<file path="src/rtl/cdb_arbiter.sv">
// Common data bus arbiter: four functional units, round-robin grant, one-cycle broadcast.
// Optional macro CDB_LSU_PRIO_EN gives the LSU (index 3) fixed priority over round-robin.
module cdb_arbiter #(
  parameter int unsigned TAG_W  = 5,
  parameter int unsigned DATA_W = 32
) (
  input  logic                clk,
  input  logic                rst,
  input  logic [3:0]          req_valid,
  input  logic [4*TAG_W-1:0]  req_tag,
  input  logic [4*DATA_W-1:0] req_data,
  output logic [3:0]          req_ready,
  input  logic                flush,
  output logic                cdb_valid,
  output logic [TAG_W-1:0]    cdb_tag,
  output logic [DATA_W-1:0]   cdb_data,
  output logic [1:0]          cdb_src
);

  logic [1:0]        rr_ptr_q, rr_ptr_d;
  logic              cdb_valid_q, cdb_valid_d;
  logic [TAG_W-1:0]  cdb_tag_q, cdb_tag_d;
  logic [DATA_W-1:0] cdb_data_q, cdb_data_d;
  logic [1:0]        cdb_src_q, cdb_src_d;

  logic       gnt_found;
  logic [1:0] gnt_idx;
  logic [1:0] cand;
  logic       accept;

  // Search rr_ptr, rr_ptr+1, ... modulo 4; first valid requester wins.
  always_comb begin
    gnt_found = 1'b0;
    gnt_idx   = 2'd0;
    cand      = 2'd0;
    for (int k = 0; k < 4; k++) begin
      cand = rr_ptr_q + 2'(k);
      if (!gnt_found && req_valid[cand]) begin
        gnt_found = 1'b1;
        gnt_idx   = cand;
      end
    end
`ifdef CDB_LSU_PRIO_EN
    if (req_valid[3]) begin
      gnt_found = 1'b1;
      gnt_idx   = 2'd3;
    end
`endif
  end

  always_comb begin
    req_ready = 4'b0000;
    if (!rst && !flush && gnt_found) begin
      req_ready[gnt_idx] = 1'b1;
    end
  end

  assign accept = |req_ready;

  // Flush and reset both suppress req_ready, so accept already covers them.
  always_comb begin
    rr_ptr_d    = rr_ptr_q;
    cdb_valid_d = accept;
    cdb_tag_d   = cdb_tag_q;
    cdb_data_d  = cdb_data_q;
    cdb_src_d   = cdb_src_q;
    if (accept) begin
      rr_ptr_d   = gnt_idx + 2'd1;
      cdb_tag_d  = req_tag[gnt_idx*TAG_W +: TAG_W];
      cdb_data_d = req_data[gnt_idx*DATA_W +: DATA_W];
      cdb_src_d  = gnt_idx;
`ifdef CDB_LSU_PRIO_EN
      if (gnt_idx == 2'd3) begin
        rr_ptr_d = rr_ptr_q;
      end
`endif
    end
  end

  always_ff @(posedge clk or posedge rst) begin
    if (rst) begin
      rr_ptr_q    <= 2'd0;
      cdb_valid_q <= 1'b0;
      cdb_tag_q   <= '0;
      cdb_data_q  <= '0;
      cdb_src_q   <= 2'd0;
    end else begin
      rr_ptr_q    <= rr_ptr_d;
      cdb_valid_q <= cdb_valid_d;
      cdb_tag_q   <= cdb_tag_d;
      cdb_data_q  <= cdb_data_d;
      cdb_src_q   <= cdb_src_d;
    end
  end

  assign cdb_valid = cdb_valid_q;
  assign cdb_tag   = cdb_tag_q;
  assign cdb_data  = cdb_data_q;
  assign cdb_src   = cdb_src_q;

endmodule

</file>
<file path="config.mk">
export PLATFORM = sky130hd
export DESIGN_NAME = cdb_arbiter
export DESIGN_NICKNAME = d
export VERILOG_FILES = /design/src/rtl/cdb_arbiter.sv
export SDC_FILE = /design/constraint.sdc
export NUM_CORES = 1
export LEC_CHECK = 0
export ABC_AREA = 1
export CAP_MARGIN = 5
export CORE_ASPECT_RATIO = 0.75
export CORE_UTILIZATION = 50
export DETAILED_ROUTE_END_ITERATION = 16
export DONT_BUFFER_PORTS = 1
export HOLD_SLACK_MARGIN = 0.03
export REMOVE_ABC_BUFFERS = 1
export SETUP_SLACK_MARGIN = 0.4
export SYNTH_ARGS = -nofsm -noshare
export SYNTH_HDL_FRONTEND = slang
export SYNTH_SLANG_ARGS = --single-unit
</file>
<file path="constraint.sdc">
create_clock -name clk -period 5.9 [get_ports clk]
set_clock_uncertainty 0.1 [all_clocks]
set_input_delay 1.77 -clock clk [delete_from_list [all_inputs] [get_ports clk]]
set_output_delay 1.77 -clock clk [all_outputs]
set_load 0.005 [all_outputs]
</file>
; ---- Word level (Yosys, flattened, before mapping)
; Index checks and enable logic that the tools add are counted.
[classes]
order_cmp = 6
reduce_logical = 12
n_mul = 1
muxes = 19
shifts = 2
addsub = 4
[op_table]
columns = op, n
row1 = 128-bit by 8-bit indexed part select with 32-bit output, 1
row2 = 20-bit by 6-bit indexed part select with 5-bit output, 1
row3 = "2-bit by 3-bit less-than comparator with 1-bit output, second input constant", 5
row4 = 1-bit two-way mux, 9
row5 = 1-bit binary-select mux with 2-bit select, 4
row6 = 2-bit two-way mux, 4
row7 = 1-bit logical AND, 6
row8 = 1-bit logical NOT, 5
row9 = "2-bit by 3-bit multiplier with 5-bit output, second input constant", 1
row10 = "2-bit by 1-bit adder with 2-bit output, second input constant", 2
row11 = "2-bit adder, second input constant", 2
row12 = 4-bit two-way mux, 1
row13 = 4-bit OR reduction, 1
row14 = 1-bit demux with 2-bit select, 1
row15 = "2-bit by 1-bit greater-or-equal comparator with 1-bit output, second input constant", 1
[word_totals]
ff_bits = 42
wordCells = 49
in_bits = 155
output_inout_bits = 44

; ---- Depth between registers and ports, before layout
[depth]
word_depth = 18
depth_mapped = 17
mapped_depth_nobuf = 15

; ---- Worst setup path before layout
; OpenSTA, ideal clock, no wires.
[synth_path]
path_kind = input to output
startpoint = in rst
endpoint = out req_ready[2]
path_buffers = 1
setup_slack_ns = 0.536
t_arrival_ns = 3.494
required_time_ns = 4.030
cell_stages = 6
path_cell_list = inv_1 nand3_2 inv_1 buf_2 nand3_1 inv_1
[synth_via]
elab_chain_cells = 4
[synth_rtl]
columns = element, line
row1 = start: declaration, 8  ; input logic rst,
row2 = 1-bit logical NOT (no source line), -
row3 = 1-bit logical AND (2 in a row), 53  ; if (!rst && !flush && gnt_found) begin
row4 = 4-bit two-way mux, 53
row5 = end: declaration, 12  ; output logic [3:0] req_ready,
; Every way passes these cells.

; ---- Worst setup path in the final report
[layout_path]
startpoint = in req_valid[1]
endpoint = out req_ready[3]
[layout_via]
elab_chain_cells = 17
elab_cells_between_ends = 29
cone_classes = order compare: 2 / mux: 19 / reduce/logical: 8
[layout_rtl]
columns = element, line
row1 = start: declaration, 9  ; input logic [3:0] req_valid,
row2 = 1-bit binary-select mux with 2-bit select, 38  ; if (!gnt_found && req_valid[cand]) begin
row3 = 1-bit two-way mux (implied by the code), 38
row4 = 1-bit two-way mux, 38
row5 = 1-bit logical NOT, 38
row6 = 1-bit logical AND, 38
row7 = 1-bit two-way mux, 38
row8 = 1-bit logical NOT, 38
row9 = 1-bit logical AND, 38
row10 = 1-bit two-way mux, 38
row11 = 1-bit logical NOT, 38
row12 = 1-bit logical AND, 38
row13 = 2-bit two-way mux, 38
row14 = 2-bit by 3-bit less-than comparator with 1-bit output (implied by the code) or 2-bit by 1-bit greater-or-equal comparator with 1-bit output (tied branches), 54  ; req_ready[gnt_idx] = 1'b1;
row15 = 1-bit logical AND (implied by the code), 54
row16 = 1-bit two-way mux (implied by the code), 54
row17 = 1-bit demux with 2-bit select, 54
row18 = 4-bit two-way mux (*), 53
; Mark *: on every way between the ends. The rest lies on a longest branch, timed or not. The select of a mux whose other input is x is not followed.

==> impl_results.md <==
* Post-synthesis sequential area ratio at between 30% and 40%
* Async S/R FF share, synth at 100.0%
* Maximum clock frequency at 195.2 MHz
* RSZ-0062 raised after global routing: no
* Pre-CTS setup slack at a little under 0.8 ns
* Static leakage at approximately 2.1 nW
* Seq. cell area at between 1000 and 1500 sq um
* Vias per std cell at 5.253
* Number of synthesized flops with an enable pin at 0
* Crit-path cells: inv_1 > nand2_1 > nand3_1 > nand2_2 > nor2_4 > nand4_1 > nand3_2 > inv_1 > buf_4 > nor3_1
* Layout cell share with drive strength beyond 1 at around 5.2%
* Critical Path AT at about 3.3 ns
* Max Buffers Root-to-Sink at 2
* Wirelength per Cell at around 14 microns
* Fillcell total at around 690
* Ys flop type: dfrtp_1
* IO buf count at 0
* Die area at about 7000 sq um
* DR pass1 iterations at 4
* Pins Over Slew Limit at 0
* Diodes inserted at 0
* Crit-path leading delay family: simple AND/OR/NAND/NOR gates
* Crit path time final at about 5.1 ns
* HPWL Detailed at roughly 6400 microns
* GRT overflow at 0
* Crit Path Class: input pin to output port
* First-pass GRT wire length at ~14000 microns
* Worst Tran Pin Value at between 0.7 and 0.8 ns
* TNS Setup at 0 ns
* # Max-Cap Violations at 0
* CP Capture Type: output port
* Final nets at roughly 730
* H-Tree Depth at 2
* Initial antenna violation count at 0
* CP Buf/Inv Count at 3
* Mean Syn Cell Area at around 5.6 sq um
* Synth area leaders: nand2_1, dfrtp_1, nand3_1
* Vias at between 3000 and 4000
* CTS buffer count at 5
* Layout area overhead at 1.289%
* IO Count at approximately 200
* Multi-input logic area at 2057 sq um
* Die extent in x at roughly 97 microns
* Slowest cell on crit path: nand3_2
* Peak supply drop at about 410 uV
* Post-route cell area at 3442 sq um
* Synthesized area at about 3400 sq um
* Synth warnings at 0
* Placed Instances at 653
* Crit Path Max Fanout at 20
* Non-Filler Instances at around 660
* Cells after Synth at 603
* Post-synth top area cell: nand2_1
* Vias in the first global route at about 2900
* Clock sinks at 42
* Startpoint Class: input pin
* Hold Buf Count CTS at 0
* Rel. slew slack at between 50 and 60%
* Netlist cell types at 22
* Drt drc at 0
* Floorplan die height at 73.40 microns
* R2R Setup Slk at ~3.2 ns
* Top cell by count, worst path: inv_1
* Final setup viols at 0
* Final Hold Viols at 0
* Starting Density at 52.74%
* Routability congestion estimate at 0.8966
* Power Density at approximately 770 nW/um^2
* Synth cell count leaders: nand2_1, nand3_1, dfrtp_1
* GR Util All Layers at 25.28%
* Top-count cell post-synth: nand2_1
* Status: complete, no violations
* Post-CTS sizing at 0
* # rows at 25
* Routed WL at 9153 microns
* DRT iter0 DRCs at between 100 and 150
* Placed cell area at around 3300 sq um
* Largest net degree at the start of global routing at 75
* Post-route ant nets at 0
* Yosys reg bits at 42
* Hold crit path type: flop to flop
* Fin crit share at between 80 and 90%
* Worst skew pair latency at about 0.30 ns
* Clock-pin slew on the worst setup and hold paths at about 0.080 ns
* Post-synth top area share at about 45%
* Clock Tree Root: clkbuf_8
* Critical Path Max Stage Delay at 0.31 ns
* CTS tree: built
* Worst endpoint required time at a little over 4 ns
* Setup Buffers After CTS at 0
* Worst setup margin at 0.7776 ns
* Core area at around 6400 sq um
==> layout by cell type, fill, tap and decap left out <==
cell type and n:
a21oi_1 2, clkbuf_8 5, nor2_1 3, nand2_1 405
o21ai_1 1, bufinv_16 1, o21ai_0 2, nand3_1 81
nor3_1 1, nand3b_1 1, inv_2 3, nand3_2 2
dfrtp_1 42, nor2_4 1, nand4_1 1, o211ai_1 1
inv_1 10, buf_4 10, nand2_2 5, nor2_2 1
clkinv_2 2
==> metal layers <==
metal  vias to the layer above  global-route usage (%)  part of all wire [%]
li1                       1808                       -                     -
met1                      1529                   31.74                    45
met2                       124                   43.51                    46
met3                        11                   6.851                   6.9
met4                         0                   6.799                   1.4
met5                         -                       0                     0
==> sequential cells by signal, indices dropped and copies added (netlist names) <==
signal	count
cdb_tag	5
cdb_src	2
cdb_data	32
cdb_valid	1
rr_ptr_q	2
==> path summary, 6_finish.rpt <==
| kind | start | to | cells after the start |
|---|---|---|---|
| max | req_valid[1] | req_ready[3] | 10 |
| min | cdb_data[26]$_DFFE_PP0P_ | cdb_data[26]$_DFFE_PP0P_ | 2 |
| max reg2reg | rr_ptr_q[0]$_DFFE_PP0P_ | cdb_data[13]$_DFFE_PP0P_ | 15 |
| min reg2reg | cdb_data[26]$_DFFE_PP0P_ | cdb_data[26]$_DFFE_PP0P_ | 2 |
| max in group asynchronous | rst | cdb_data[4]$_DFFE_PP0P_ | 2 |
| min in group asynchronous | rst | cdb_src[1]$_DFFE_PP0P_ | 2 |
==> where the power goes <==
part           total [mW]  switching [mW]  internal [mW]
clock network       0.227           0.103          0.125
registers           0.547           0.129          0.417
logic                1.86            1.27          0.594
==> kinds of logic after synthesis <==
family / share of synthesized area [%]
AOI/OAI and AO/OA: 0.9573
DFF: 30.93
buffers and inverters: 8.763
and+or+nand+nor: 59.35
==> metrics by stage <==
step | power, mW | util [%] | hold slack (ns)
after global routing | 2.972 | 53.42 | 0.4525
after floorplan | 1.952 | - | 0.3724
after global placement | 2.388 | 51.73 | 0.4023
final | 2.634 | 53.42 | 0.4189
after detailed placement | 2.426 | 51.73 | 0.4045
after CTS | 2.661 | 53.42 | 0.4247
==> layout make-up <==
| class | count | area share [%] |
|---|---|---|
| Multi-Input combinational cell | 507 | 59.76 |
| Sequential cell | 42 | 30.53 |
| Tap cell | 81 | 2.944 |
| Timing Repair Buffer | 10 | 2.181 |
| Clock buffer | 5 | 1.999 |
| Inverter | 13 | 1.418 |
| Clock inverter | 3 | 1.163 |
==> worst register-to-register path: cells and delay by family (launching register included) <==
kind | cells | cell delay [ns]
DFF | 1 | 0.58
and+or+nand+nor | 13 | 1.20
buffers and inverters | 2 | 0.72
(Power assumes the default switching activity.)
